File: src/rtl/fft_magnitude_stream_if.sv
// FFT bin stream in, magnitude stream out. The DUT takes the master modport (consumes bins,
// produces magnitudes); the slave modport is the opposite side.
interface fft_magnitude_stream_if #(
    parameter int IN_WIDTH   = 16,
    parameter int FFT_POINTS = 1024,
    parameter int MAG_WIDTH  = 24
);
    localparam int IDX_WIDTH = $clog2(FFT_POINTS);

    logic signed [IN_WIDTH-1:0]  fft_re;
    logic signed [IN_WIDTH-1:0]  fft_im;
    logic                        fft_valid;
    logic                        fft_last;
    logic        [MAG_WIDTH-1:0] magnitude_out;
    logic                        magnitude_valid;
    logic                        magnitude_last;
    logic        [IDX_WIDTH-1:0] magnitude_index;
    logic        [15:0]          frame_count;
    logic                        framing_error;

    modport master (
        input  fft_re, fft_im, fft_valid, fft_last,
        output magnitude_out, magnitude_valid, magnitude_last, magnitude_index,
        output frame_count, framing_error
    );

    modport slave (
        output fft_re, fft_im, fft_valid, fft_last,
        input  magnitude_out, magnitude_valid, magnitude_last, magnitude_index,
        input  frame_count, framing_error
    );
endinterface

File: src/rtl/fft_magnitude_stream.sv
// Three-stage alpha-max-plus-beta-min magnitude (alpha=1, beta=3/8) with bin indexing, framing
// checks and a frame counter. FFTMAG_HALF_ONLY_EN emits only the lower half of each frame.
module fft_magnitude_stream #(
    parameter int IN_WIDTH   = 16,
    parameter int FFT_POINTS = 1024,
    parameter int MAG_WIDTH  = 24
) (
    input logic                    clk,
    input logic                    rst,
    fft_magnitude_stream_if.master bus
);
    localparam int IDX_WIDTH = $clog2(FFT_POINTS);
    localparam logic [IDX_WIDTH-1:0] LAST_IDX = IDX_WIDTH'(FFT_POINTS - 1);
`ifdef FFTMAG_HALF_ONLY_EN
    localparam logic [IDX_WIDTH-1:0] HALF_LAST_IDX = IDX_WIDTH'(FFT_POINTS / 2 - 1);
`endif

    // Two's-complement abs in the same width: the most negative input maps to 2^(IN_WIDTH-1).
    function automatic logic [IN_WIDTH-1:0] abs_val(input logic signed [IN_WIDTH-1:0] x);
        return x[IN_WIDTH-1] ? $unsigned(-x) : $unsigned(x);
    endfunction

    logic [IDX_WIDTH-1:0] in_idx;
    logic                 at_top;
    logic                 beat_end;
    logic                 beat_err;

    assign at_top   = (in_idx == LAST_IDX);
    assign beat_end = bus.fft_last | at_top;
    assign beat_err = bus.fft_last ^ at_top;

    always_ff @(posedge clk or posedge rst) begin
        if (rst) begin
            in_idx <= '0;
        end else if (bus.fft_valid) begin
            in_idx <= beat_end ? '0 : in_idx + 1'b1;
        end
    end

    logic                 s1_valid, s1_end, s1_err;
    logic [IN_WIDTH-1:0]  s1_re_abs, s1_im_abs;
    logic [IDX_WIDTH-1:0] s1_idx;

    always_ff @(posedge clk or posedge rst) begin
        if (rst) begin
            s1_valid  <= 1'b0;
            s1_end    <= 1'b0;
            s1_err    <= 1'b0;
            s1_re_abs <= '0;
            s1_im_abs <= '0;
            s1_idx    <= '0;
        end else begin
            s1_valid <= bus.fft_valid;
            if (bus.fft_valid) begin
                s1_end    <= beat_end;
                s1_err    <= beat_err;
                s1_re_abs <= abs_val(bus.fft_re);
                s1_im_abs <= abs_val(bus.fft_im);
                s1_idx    <= in_idx;
            end
        end
    end

    logic                 s2_valid, s2_end, s2_err;
    logic [IN_WIDTH-1:0]  s2_mx, s2_mn;
    logic [IDX_WIDTH-1:0] s2_idx;

    always_ff @(posedge clk or posedge rst) begin
        if (rst) begin
            s2_valid <= 1'b0;
            s2_end   <= 1'b0;
            s2_err   <= 1'b0;
            s2_mx    <= '0;
            s2_mn    <= '0;
            s2_idx   <= '0;
        end else begin
            s2_valid <= s1_valid;
            if (s1_valid) begin
                s2_end <= s1_end;
                s2_err <= s1_err;
                s2_mx  <= (s1_re_abs >= s1_im_abs) ? s1_re_abs : s1_im_abs;
                s2_mn  <= (s1_re_abs >= s1_im_abs) ? s1_im_abs : s1_re_abs;
                s2_idx <= s1_idx;
            end
        end
    end

    // mx + 3/8*mn stays below 2^IN_WIDTH, so one extra bit suffices.
    logic [IN_WIDTH:0] mag;
    logic              emit;
    logic              emit_last;

    assign mag = {1'b0, s2_mx} + (IN_WIDTH + 1)'(s2_mn >> 2) + (IN_WIDTH + 1)'(s2_mn >> 3);

`ifdef FFTMAG_HALF_ONLY_EN
    assign emit      = s2_valid & ~s2_idx[IDX_WIDTH-1];
    assign emit_last = emit & (s2_end | (s2_idx == HALF_LAST_IDX));
`else
    assign emit      = s2_valid;
    assign emit_last = s2_valid & s2_end;
`endif

    always_ff @(posedge clk or posedge rst) begin
        if (rst) begin
            bus.magnitude_out   <= '0;
            bus.magnitude_valid <= 1'b0;
            bus.magnitude_last  <= 1'b0;
            bus.magnitude_index <= '0;
            bus.frame_count     <= '0;
            bus.framing_error   <= 1'b0;
        end else begin
            bus.magnitude_valid <= emit;
            bus.magnitude_last  <= emit_last;
            // Error pulses even for beats suppressed in half-only mode.
            bus.framing_error   <= s2_valid & s2_err;
            bus.frame_count     <= bus.frame_count + 16'(emit_last);
            if (emit) begin
                bus.magnitude_out   <= MAG_WIDTH'(mag);
                bus.magnitude_index <= s2_idx;
            end
        end
    end
endmodule

File: src/flat_wrapper.sv
// flat-port wrapper written by rule: the top's interface ports become plain ports
module fft_magnitude_stream_flat 
#(
    parameter int IN_WIDTH   = 16,
    parameter int FFT_POINTS = 1024,
    parameter int MAG_WIDTH  = 24
)
  (clk, rst, bus_fft_re, bus_fft_im, bus_fft_valid, bus_fft_last, bus_magnitude_out, bus_magnitude_valid, bus_magnitude_last, bus_magnitude_index, bus_frame_count, bus_framing_error);
  fft_magnitude_stream_if #(.IN_WIDTH(IN_WIDTH), .FFT_POINTS(FFT_POINTS), .MAG_WIDTH(MAG_WIDTH)) bus_i ();
  input logic clk;
  input logic rst;
  input wire logic [$bits(bus_i.fft_re)-1:0] bus_fft_re;
  input wire logic [$bits(bus_i.fft_im)-1:0] bus_fft_im;
  input wire logic [$bits(bus_i.fft_valid)-1:0] bus_fft_valid;
  input wire logic [$bits(bus_i.fft_last)-1:0] bus_fft_last;
  output wire logic [$bits(bus_i.magnitude_out)-1:0] bus_magnitude_out;
  output wire logic [$bits(bus_i.magnitude_valid)-1:0] bus_magnitude_valid;
  output wire logic [$bits(bus_i.magnitude_last)-1:0] bus_magnitude_last;
  output wire logic [$bits(bus_i.magnitude_index)-1:0] bus_magnitude_index;
  output wire logic [$bits(bus_i.frame_count)-1:0] bus_frame_count;
  output wire logic [$bits(bus_i.framing_error)-1:0] bus_framing_error;
  assign bus_i.fft_re = bus_fft_re;
  assign bus_i.fft_im = bus_fft_im;
  assign bus_i.fft_valid = bus_fft_valid;
  assign bus_i.fft_last = bus_fft_last;
  assign bus_magnitude_out = bus_i.magnitude_out;
  assign bus_magnitude_valid = bus_i.magnitude_valid;
  assign bus_magnitude_last = bus_i.magnitude_last;
  assign bus_magnitude_index = bus_i.magnitude_index;
  assign bus_frame_count = bus_i.frame_count;
  assign bus_framing_error = bus_i.framing_error;
  fft_magnitude_stream #(.IN_WIDTH(IN_WIDTH), .FFT_POINTS(FFT_POINTS), .MAG_WIDTH(MAG_WIDTH)) u_core (.clk(clk), .rst(rst), .bus(bus_i));
endmodule
File: config.mk
export PLATFORM = sky130hd
export DESIGN_NAME = fft_magnitude_stream_flat
export DESIGN_NICKNAME = d
export VERILOG_FILES = /design/src/rtl/fft_magnitude_stream_if.sv /design/src/rtl/fft_magnitude_stream.sv /design/src/flat_wrapper.sv
export SDC_FILE = /design/constraint.sdc
export NUM_CORES = 1
export LEC_CHECK = 0
export BUFFER_PORTS_ARGS = -buffer_cell sky130_fd_sc_hd__buf_2
export CAP_MARGIN = 30
export CORE_ASPECT_RATIO = 0.75
export CORE_UTILIZATION = 53
export DETAILED_ROUTE_END_ITERATION = 10
export PLACE_DENSITY = 0.77
export SYNTH_ARGS = -nofsm -noshare
export SYNTH_HDL_FRONTEND = slang
export SYNTH_SLANG_ARGS = --single-unit
File: constraint.sdc
create_clock -name clk -period 4.4 [get_ports clk]
set_input_delay 0.22 -clock clk [delete_from_list [all_inputs] [get_ports clk]]
set_output_delay 0.22 -clock clk [all_outputs]
set_load 0.02 [all_outputs]
==> results of run 1 <==
final cells by class:
class,instances,share of cell area [%]
well taps,175,2.499
multi-input cells,484,42.07
repair buffers,88,5.483
clock inverters,9,1.771
clock buffers,22,5.412
inverters,37,1.642
flip-flops and latches,144,41.13
worst reg2reg max path, delay by kind of cell, from the launching register on:
kind            cells  cell delay [ns]
fa+ha+maj           1             0.31
flops               1             0.41
simple gates        2             1.14
compound gates      4             1.07
buf+inv             1             0.07
Yosys cell counts (7+ instances only):
master	count	area share [%]
o21ai_0	21	1.4
dfrtp_1	144	48
ha_1	37	6.1
fa_1	14	3.7
nand3_1	14	0.93
buf_2	7	0.46
xor2_1	31	3.6
buf_4	7	0.69
a21o_1	10	0.99
nand2_1	39	1.9
mux2_2	41	6.1
inv_1	37	1.8
o31ai_1	10	0.99
a221o_1	30	4.0
a21oi_1	42	2.8
nand4_1	10	0.83
nor2b_1	34	2.8
xnor2_1	19	2.2
clkbuf_1	16	0.79
or3_1	7	0.58
nor2_1	54	2.7
cell families (layout without fill, tap and decap cells):
group / count (synthesis) / in the layout / synth area share, %
buffers and inverters: 70 / 156 / 3.936
xor gates and xnor gates: 50 / 50 / 5.789
adders and majority gates: 51 / 51 / 9.825
other: 1 / 7 / 0.04957
and+or+nand+nor: 189 / 189 / 12.88
muxes: 45 / 45 / 6.632
AOI/OAI and AO/OA: 142 / 142 / 13.25
DFF: 144 / 144 / 47.63
what timing repair did:
| item | CTS | global route |
|---|---|---|
| endpoints found under the hold margin | 0 | 24 |
| hold buffers | 0 | 1 |
| setup buffers | 0 | 0 |
| resized for setup | 0 | 0 |
registers in the layout, indices dropped and copies added, names as in the netlist, 14 cells and up:
signal	flops
u_core.bus.frame_count	16
u_core.bus.magnitude_out	17
u_core.s1_im_abs	16
u_core.s1_re_abs	16
u_core.s2_mn	14
u_core.s2_mx	16
per-stage QoR:
| step | cells | utilization (%) | instance area, µm² |
|---|---|---|---|
| floorplan | 698 | - | 7587 |
| global placement | 926 | 58.48 | 8095 |
| detailed placement | 926 | 58.48 | 8095 |
| CTS | 957 | 63.03 | 8725 |
| global route | 959 | 63.30 | 8762 |
| finish | 959 | 63.30 | 8762 |
metal layers:
layer	part of all wire, %	GRT usage (%)
met4	0.91	6.750
met2	46	37.21
met1	46	35.41
met5	0	0
met3	7.1	6.088
report_power, final:
part / total, mW / internal (mW) / switching, mW
Sequential: 1.79 / 1.57 / 0.218
Combinational: 2.06 / 0.910 / 1.15
Clock: 1.54 / 0.992 / 0.546
Total: 5.39 / 3.47 / 1.91
worst max path at each step:
stage	startpoint	cells past startpoint	slack [ns]	end
2_1_floorplan	rst	1	0.31	u_core.bus.frame_count[0]
3_3_place_gp	u_core.s1_im_abs[6]	8	1.60	u_core.s2_mx[13]
3_5_place_dp	u_core.s1_im_abs[6]	8	1.47	u_core.s2_mx[0]
4_1_cts	u_core.s1_im_abs[6]	8	1.36	u_core.s2_mn[7]
5_1_grt	u_core.s1_im_abs[6]	8	1.14	u_core.s2_mn[4]
6_report	u_core.s1_im_abs[5]	8	1.32	u_core.s2_mn[5]
layout by cell type (no fill, tap or decap), types with 7 or more instances in the layout:
cell type	Yosys	layout
dfrtp_1	144	144
buf_2	7	81
nor2_1	54	54
a21oi_1	42	42
mux2_2	41	41
nand2_1	39	39
ha_1	37	37
inv_1	37	36
nor2b_1	34	34
xor2_1	31	31
a221o_1	30	30
o21ai_0	21	21
xnor2_1	19	19
clkbuf_16	0	17
nand3_1	14	14
fa_1	14	14
o31ai_1	10	10
nand4_1	10	10
a21o_1	10	10
or3_1	7	7
conb_1	1	7
==> results.json, run 1 <==
{
  "relSlewSlack_pct": 26.90,
  "cts_tree": "built",
  "crit_chain": "inv_1 > ha_1 > and4_1 > a221oi_1 > o21ai_1 > a2111oi_2 > and2_1 > a221o_1",
  "dieArea_um2": 14760,
  "crit_path_top_delay_cell": "and2_1",
  "max_freq_mhz": 325.0,
  "multi_input_area_um2": 3686,
  "holdPathEnd": "u_core.s1_re_abs[0]",
  "async_flop_share_pct": 100.0,
  "hold_depth": 3,
  "min_from": "bus_fft_re[0]",
  "grt_usage_pct": 24.66,
  "drcViolationCount": 0,
  "die_h_um": 105.5,
  "regArea_um2": 3603,
  "tightest_slew_ns": 1.097,
  "maxSlewViolCount": 0,
  "arrival_ns": 3.42,
  "final_nets": 859,
  "ys_seq_area_share_pct": 47.63,
  "crit_buf_inv": 1,
  "syn_inst": 692,
  "rsz0062_at_grt": "no",
  "cap_violations": 0,
  "crit_family": "simple AND/OR/NAND/NOR gates",
  "setup_violations": 0,
  "via_per_inst": 5.812,
  "ys_seq_elements": 144,
  "yosysWarningCount": 0,
  "clock_sink_count": 144,
  "synth_edf_count": 0,
  "finClkSkew_ns": 0.008869,
  "synthDistinctLibCells": 53,
  "reg2reg_slack_ns": 1.32,
  "cts_buffer_depth": 2,
  "clkLatencyLatePin_ns": 0.42,
  "ir_worst_vdd_mv": 0.3644,
  "drt_iter0_drc": 347,
  "vias": 5574,
  "start_util_pct": 54.65,
  "avgSynthCellArea_um2": 10.93,
  "min_period_ns": 3.077,
  "r2r-start": "u_core.s1_im_abs[5]",
  "synth.cell_area_um2": 7565,
  "pre_cts_ws_ns": 1.472,
  "worst_hold_path_type": "input pin to flop",
  "htree_num_levels": 4,
  "ant_nets": 0,
  "root_buffer": "clkbuf_16",
  "endpoint_kind": "flop",
  "p_per_area_nw_per_um2": 615.0,
  "reg2reg_to": "u_core.s2_mn[5]",
  "slowest_delay_ns": 0.91,
  "p_total_mw": 5.389,
  "hold_viol": 0,
  "io_pins": 89,
  "hpwl_um": 11920,
  "numCtsBuffers": 17,
  "first_global_vias": 5537,
  "startpoint_type": "flop",
  "grt.overflow.total": 0,
  "drtPass1Iterations": 5,
  "syn_to_final_growth_pct": 15.83,
  "drive_gt1_share_pct": 21.30,
  "reg2regPathDepth": 8,
  "cts.clk_slew.worst_paths_ns": 0.06,
  "critPathKind": "flop to flop",
  "row_count": 37,
  "fill_cells": 1030,
  "p_leak_nw": 4.217,
  "antenna_found_initial": 0,
  "status": "complete, no violations",
  "grt_pass1_wl_um": 28430,
  "gp_congestion": 0.8136,
  "diodes": 0,
  "core_area_um2": 13840,
  "io_buffer_count": 81,
  "fin_tns_setup_ns": 0,
  "crit_path_max_fanout": 30,
  "setup_slack_ns": 1.323,
  "hold_ws_ns": 0.07910,
  "fp.dieW_um": 140.0,
  "wl_per_cell_um": 17.80,
  "min_period_over_period_pct": 69.94,
  "required_ns": 4.75,
  "synthFlopType": "dfrtp_1",
  "grt_max_degree": 110,
  "wl_um": 17070
}
(Power assumes the default switching activity.)
==> run 2: changes to the inputs <==
- ABC_AREA: unset -> 1
- CORE_UTILIZATION: 53 -> 54
- PLACE_DENSITY: 0.77 -> 0.78
- clock period: 4.4 -> 2.71 ns (I/O delays scaled with it)
==> run 2 against run 1 <==
Die area grew 4.6%. Non-clock buffer count grew 7. Count of clock-buffer cells in the layout shrank 1. Area after synthesis grew 6.7%. Combinational power grew 45%. Cell area grew 5.7%. Wire length shrank 2.4%. Critical path depth grew 4. Via count grew 18%. Fmax grew 24%. Highest routed layer unchanged.
==> results.json, run 2 <==
{
  "synth_top_cell_area_share_pct": 44.65,
  "setup_slack_ns": 0.2201,
  "crit_family": "adder cells",
  "largest_register": "u_core.bus.magnitude_out",
  "post_cts_buffers": 0,
  "fill_cells": 1251,
  "yosysWarningCount": 0,
  "stdcell_count": 1287,
  "numCtsBuffers": 17,
  "ys_top_cells_by_area": "dfrtp_1, nand2_1, nand3_1, ha_1, inv_1",
  "ys_seq_elements": 144,
  "slowest_delay_ns": 0.55,
  "cap_violations": 0,
  "swShare_pct": 37.55,
  "grt_usage_pct": 24.01,
  "setup_violations": 0,
  "io_pins": 89,
  "p_sw_mw": 3.040,
  "synth_edf_count": 0,
  "start_util_pct": 55.47,
  "startpoint_type": "flop",
  "largest_reg_flops": 17,
  "crit_buf_inv": 1,
  "drive_gt1_share_pct": 13.34,
  "max_freq_mhz": 401.6,
  "arrival_ns": 2.79,
  "finClkSkew_ns": 0.007431,
  "syn_inst": 998,
  "final_cell_mix": "nand2_1, dfrtp_1, nand3_1",
  "die_h_um": 107.9,
  "final_core_util_pct": 63.67,
  "synth_top_area_cell": "dfrtp_1",
  "final_common_cell": "nand2_1",
  "pre_cts_ws_ns": 0.2307,
  "clkPwrFrac_pct": 28.3,
  "io_buffer_count": 81,
  "ys_seq_area_share_pct": 44.65,
  "met3_usage_pct": 4.626,
  "cts_buffer_depth": 2,
  "min_period_over_period_pct": 91.88,
  "crit_chain": "fa_1 > ha_1 > inv_1 > fa_1 > o21ai_2 > nand2_1 > nand2_1 > nand3_1 > nand2_1 > nand2_1 > nand3_1 > nand2_1",
  "avgSynthCellArea_um2": 8.086,
  "hold_viol": 0,
  "fp.dieW_um": 143.2,
  "ant_nets": 0,
  "relSlewSlack_pct": 41.20,
  "crit_path_max_fanout": 5,
  "wl_per_cell_um": 12.95,
  "synth.cell_area_um2": 8070,
  "root_buffer": "clkbuf_16",
  "drtPass1Iterations": 5,
  "critPathKind": "flop to flop",
  "required_ns": 3.01,
  "cts_tree": "built",
  "via_per_inst": 5.106,
  "p_comb_share_pct": 36.8,
  "core_area_um2": 14550,
  "min_period_ns": 2.490,
  "critical_path.most_common_cell": "nand2_1",
  "synthFlopType": "dfrtp_1",
  "grtUsageMet1_pct": 37.26,
  "status": "complete, no violations",
  "syn_to_final_growth_pct": 14.78,
  "hpwl_um": 11940,
  "clock_sink_count": 144,
  "tightest_slew_ns": 0.8810,
  "row_count": 38,
  "p_int_mw": 5.055,
  "grt_busiest_layer": "met1",
  "antenna_found_initial": 0,
  "grt_pass1_wl_um": 28770,
  "grt_max_degree": 145,
  "cts.clk_slew.worst_paths_ns": 0.06,
  "async_flop_share_pct": 100.0,
  "rsz0062_at_grt": "no",
  "crit_path_top_delay_cell": "fa_1",
  "first_global_vias": 6015,
  "fin_tns_setup_ns": 0,
  "synthTopCellsByCount": "nand2_1, dfrtp_1, nand3_1",
  "pwr-share-seq_pct": 34.9,
  "dpl.cell_count": 1251,
  "grt.overflow.total": 0,
  "final_nets": 1161,
  "maxSlewViolCount": 0,
  "wl_um": 16660,
  "gp_congestion": 0.9020,
  "diodes": 0,
  "htree_num_levels": 4,
  "ir_worst_vdd_mv": 0.5302,
  "p_per_area_nw_per_um2": 873.9,
  "worst_hold_path_type": "input pin to flop",
  "p_leak_nw": 4.941,
  "endpoint_kind": "flop",
  "dieArea_um2": 15440,
  "grt_util_met2_pct": 33.87,
  "cts_resized": 0,
  "vias": 6572,
  "drt_iter0_drc": 496,
  "clkLatencyLatePin_ns": 0.42,
  "drcViolationCount": 0,
  "synthDistinctLibCells": 43,
  "yosysMostFrequentCell": "nand2_1"
}
run 2: changes by cell type after synthesis, moves of 10 or more:
cell	change
o31ai_1	-10
mux2_2	-41
a221o_1	-30
nand3_1	+92
nor2b_1	-34
xnor2_1	-11
inv_1	+51
o21ai_0	+24
nor2_1	-11
nand2_1	+289
run 2: layout make-up:
cell class | count | area (µm²) | area share, %
tap | 200 | 250.2 | 2.702
clock buffer | 21 | 460.4 | 4.971
inverter | 92 | 349.1 | 3.769
multi-input combinational | 724 | 3936 | 42.50
clock inverter | 11 | 130.1 | 1.405
timing repair buffer | 95 | 533.0 | 5.754
sequential | 144 | 3603 | 38.90
run 2: power by group through the flow:
stage	Clock [mW]	Combinational [mW]	Sequential, mW
2_1_floorplan	0	2.07	3.01
3_3_place_gp	0	2.87	2.84
3_5_place_dp	0	2.94	2.86
4_1_cts	2.34	2.98	2.83
5_1_grt	2.43	3.46	2.88
6_report	2.29	2.98	2.82
run 2: kinds of logic (layout without fill, tap and decap cells):
family	after synthesis	count (layout)	share of synthesized area [%]
AND/OR/NAND/NOR	526	526	28.56
flip-flops	144	144	44.65
buffers and inverters	136	219	6.853
AO/OA/AOI/OAI	107	107	7.101
adder cells (fa/ha/maj)	51	51	9.209
XOR/XNOR	33	33	3.581
other	1	7	0.04647
run 2: stage by stage:
stage               area, µm²  power, mW  hold WS, ns
detailed placement       8632      5.798       0.3900
floorplan                8097      5.077       0.1669
global placement         8632      5.714       0.3915
global route             9263      8.766      0.02735
finish                   9263      8.095      0.02061
CTS                      9263      8.148      0.01167
run 2: worst paths after layout:
kind	startpoint	to	slack [ns]	cells after the start
max	u_core.s2_mn[3]	u_core.bus.magnitude_out[15]	0.22	12
min	bus_fft_re[14]	u_core.s1_re_abs[14]	0.02	3
max reg2reg	u_core.s2_mn[3]	u_core.bus.magnitude_out[15]	0.22	12
min reg2reg	u_core.bus.magnitude_out[1]	u_core.bus.magnitude_out[1]	0.47	2
max in group asynchronous	rst	u_core.bus.frame_count[8]	1.69	4
min in group asynchronous	rst	u_core.bus.magnitude_index[0]	0.48	4
run 2: tightest hold or removal path: cells and delay by family:
kind / cells / cell delay (ns)
buffers and inverters: 1 / 0.12
AOI/OAI and AO/OA: 1 / 0.08
and+or+nand+nor: 1 / 0.06
run 2: layer usage:
metal / part of all wire (%) / routed length, µm
met1: 52 / 8716
met2: 41 / 6864
met3: 5.3 / 885
met4: 1.2 / 197
met5: 0 / 0
run 2: repair_timing:
action | CTS | global route
endpoints found under the hold margin | 101 | 0
endpoints found under the setup margin | 0 | 0
hold buffers | 4 | 0
==> run 3: changes to the inputs <==
- CORE_ASPECT_RATIO: 0.75 -> unset
- CORE_MARGIN: unset -> 2
- SLEW_MARGIN: unset -> 10
==> run 3 against run 2 <==
Die area up 3.2%. Wire length down 2.1%. Cell count down 1.3%. Critical path depth unchanged. Cell area down 0.70%. Worst setup slack better by 0.0068 ns. Core utilization down 0.62 points. Non-clock buffer count up 1. Total power down 2.8%. Via count up 1.0%. Highest routed layer unchanged.
==> results.json, run 3 (synthesis results as in run 2) <==
{
  "start_util_pct": 55.32,
  "critical_path.most_common_cell": "nand2_1",
  "holdPathEnd": "u_core.s1_re_abs[14]",
  "io_buffer_count": 81,
  "final_common_cell": "nand2_1",
  "grt_max_degree": 95,
  "reg2regPathDepth": 12,
  "grt.overflow.total": 0,
  "grt_usage_pct": 21.89,
  "min_from": "bus_fft_re[14]",
  "fill_cells": 1268,
  "cts.clk_slew.worst_paths_ns": 0.06,
  "crit_path_top_delay_cell": "fa_1",
  "final_nets": 1162,
  "drt_iter0_drc": 410,
  "clock_sink_count": 144,
  "hpwl_um": 12030,
  "drive_gt1_share_pct": 13.26,
  "status": "complete, no violations",
  "max_freq_mhz": 402.7,
  "largest_reg_flops": 17,
  "dieArea_um2": 15940,
  "hold_depth": 3,
  "crit_chain": "fa_1 > ha_1 > inv_1 > fa_1 > o21ai_2 > nand2_1 > nand2_1 > nand3_1 > nand2_1 > nand2_1 > nand3_1 > nand2_1",
  "required_ns": 3.02,
  "grt_pass1_wl_um": 28740,
  "reg2reg_to": "u_core.bus.magnitude_out[15]",
  "htree_num_levels": 4,
  "ant_nets": 0,
  "gp_congestion": 0.8786,
  "vias": 6638,
  "root_buffer": "clkbuf_16",
  "row_count": 44,
  "ir_worst_vdd_mv": 0.6067,
  "syn_to_final_growth_pct": 13.97,
  "rsz0062_at_grt": "no",
  "p_per_area_nw_per_um2": 855.1,
  "finClkSkew_ns": 0.006093,
  "crit_path_max_fanout": 5,
  "core_area_um2": 14590,
  "hold_viol": 0,
  "via_per_inst": 5.227,
  "p_leak_nw": 4.919,
  "fp.dieW_um": 126.3,
  "startpoint_type": "flop",
  "first_global_vias": 6141,
  "post_cts_buffers": 0,
  "setup_violations": 0,
  "final_cell_mix": "nand2_1, dfrtp_1, nand3_1",
  "worst_hold_path_type": "input pin to flop",
  "wl_per_cell_um": 12.85,
  "numCtsBuffers": 17,
  "antenna_found_initial": 0,
  "min_period_over_period_pct": 91.63,
  "pre_cts_ws_ns": 0.2164,
  "largest_register": "u_core.bus.magnitude_out",
  "drtPass1Iterations": 4,
  "arrival_ns": 2.79,
  "final_area_um2": 9198,
  "setup_slack_ns": 0.2269,
  "endpoint_kind": "flop",
  "clkLatencyLatePin_ns": 0.42,
  "drcViolationCount": 0,
  "cts_buffer_depth": 2,
  "diodes": 0,
  "cap_violations": 0,
  "die_h_um": 126.3,
  "crit_buf_inv": 1,
  "min_period_ns": 2.483,
  "r2r-start": "u_core.s2_mn[3]",
  "slowest_delay_ns": 0.55,
  "dpl_cell_area_um2": 8620,
  "crit_family": "adder cells",
  "maxSlewViolCount": 0,
  "wl_um": 16320,
  "reg2reg_slack_ns": 0.23,
  "fin_tns_setup_ns": 0,
  "relSlewSlack_pct": 42.27,
  "critPathKind": "flop to flop",
  "tightest_slew_ns": 0.8651,
  "io_pins": 89,
  "cts_tree": "built"
}
==> run 3: power breakdown <==
| group | switching [mW] | internal [mW] |
|---|---|---|
| registers | 0.283 | 2.53 |
| clock network | 0.847 | 1.27 |
| logic | 1.82 | 1.11 |
==> run 3: cell type report <==
cell class,count,area [µm²],share of cell area (%)
Inverter,92,349.1,3.795
Sequential cell,144,3603,39.18
Clock buffer,20,446.7,4.856
Clock inverter,10,91.34,0.9931
Timing Repair Buffer,96,540.5,5.877
Multi-Input combinational cell,724,3936,42.80
Tap cell,184,230.2,2.503
==> run 3: how the worst max path moves through the flow <==
stage | start | to | cells after the start
final | u_core.s2_mn[3] | u_core.bus.magnitude_out[15] | 12
after floorplan | u_core.s2_mn[3] | u_core.bus.magnitude_out[15] | 12
after CTS | u_core.s2_mn[3] | u_core.bus.magnitude_out[15] | 12
after global placement | u_core.s2_mn[3] | u_core.bus.magnitude_out[15] | 12
after detailed placement | u_core.s2_mn[3] | u_core.bus.magnitude_out[15] | 12
after global routing | u_core.s2_mn[3] | u_core.bus.magnitude_out[15] | 12
==> run 3: worst min-delay path: cells and delay by family <==
kind            cells  cell delay [ns]
simple gates        1             0.06
compound gates      1             0.07
buf+inv             1             0.12
==> run 3: metal layers <==
metal | track usage (%) | wire length (µm)
met1 | 30.94 | 7850
met2 | 34.57 | 7596
met3 | 3.908 | 602
met4 | 7.111 | 268
met5 | 0 | 0
==> run 3: repair_timing <==
action                                 4_1_cts  5_1_grt
endpoints found under the hold margin       29        0
gates resized for setup                      0        0
hold buffers                                 4        0
==> run 3: through the flow <==
stage	hold slack (ns)	utilization (%)	power, mW	cells
global placement	0.2382	59.08	5.692	1236
CTS	0.003010	63.04	7.919	1270
finish	0.01251	63.04	7.865	1270
global route	0.01890	63.04	8.507	1270
detailed placement	0.2365	59.08	5.769	1236
floorplan	0.1669	-	5.077	1004
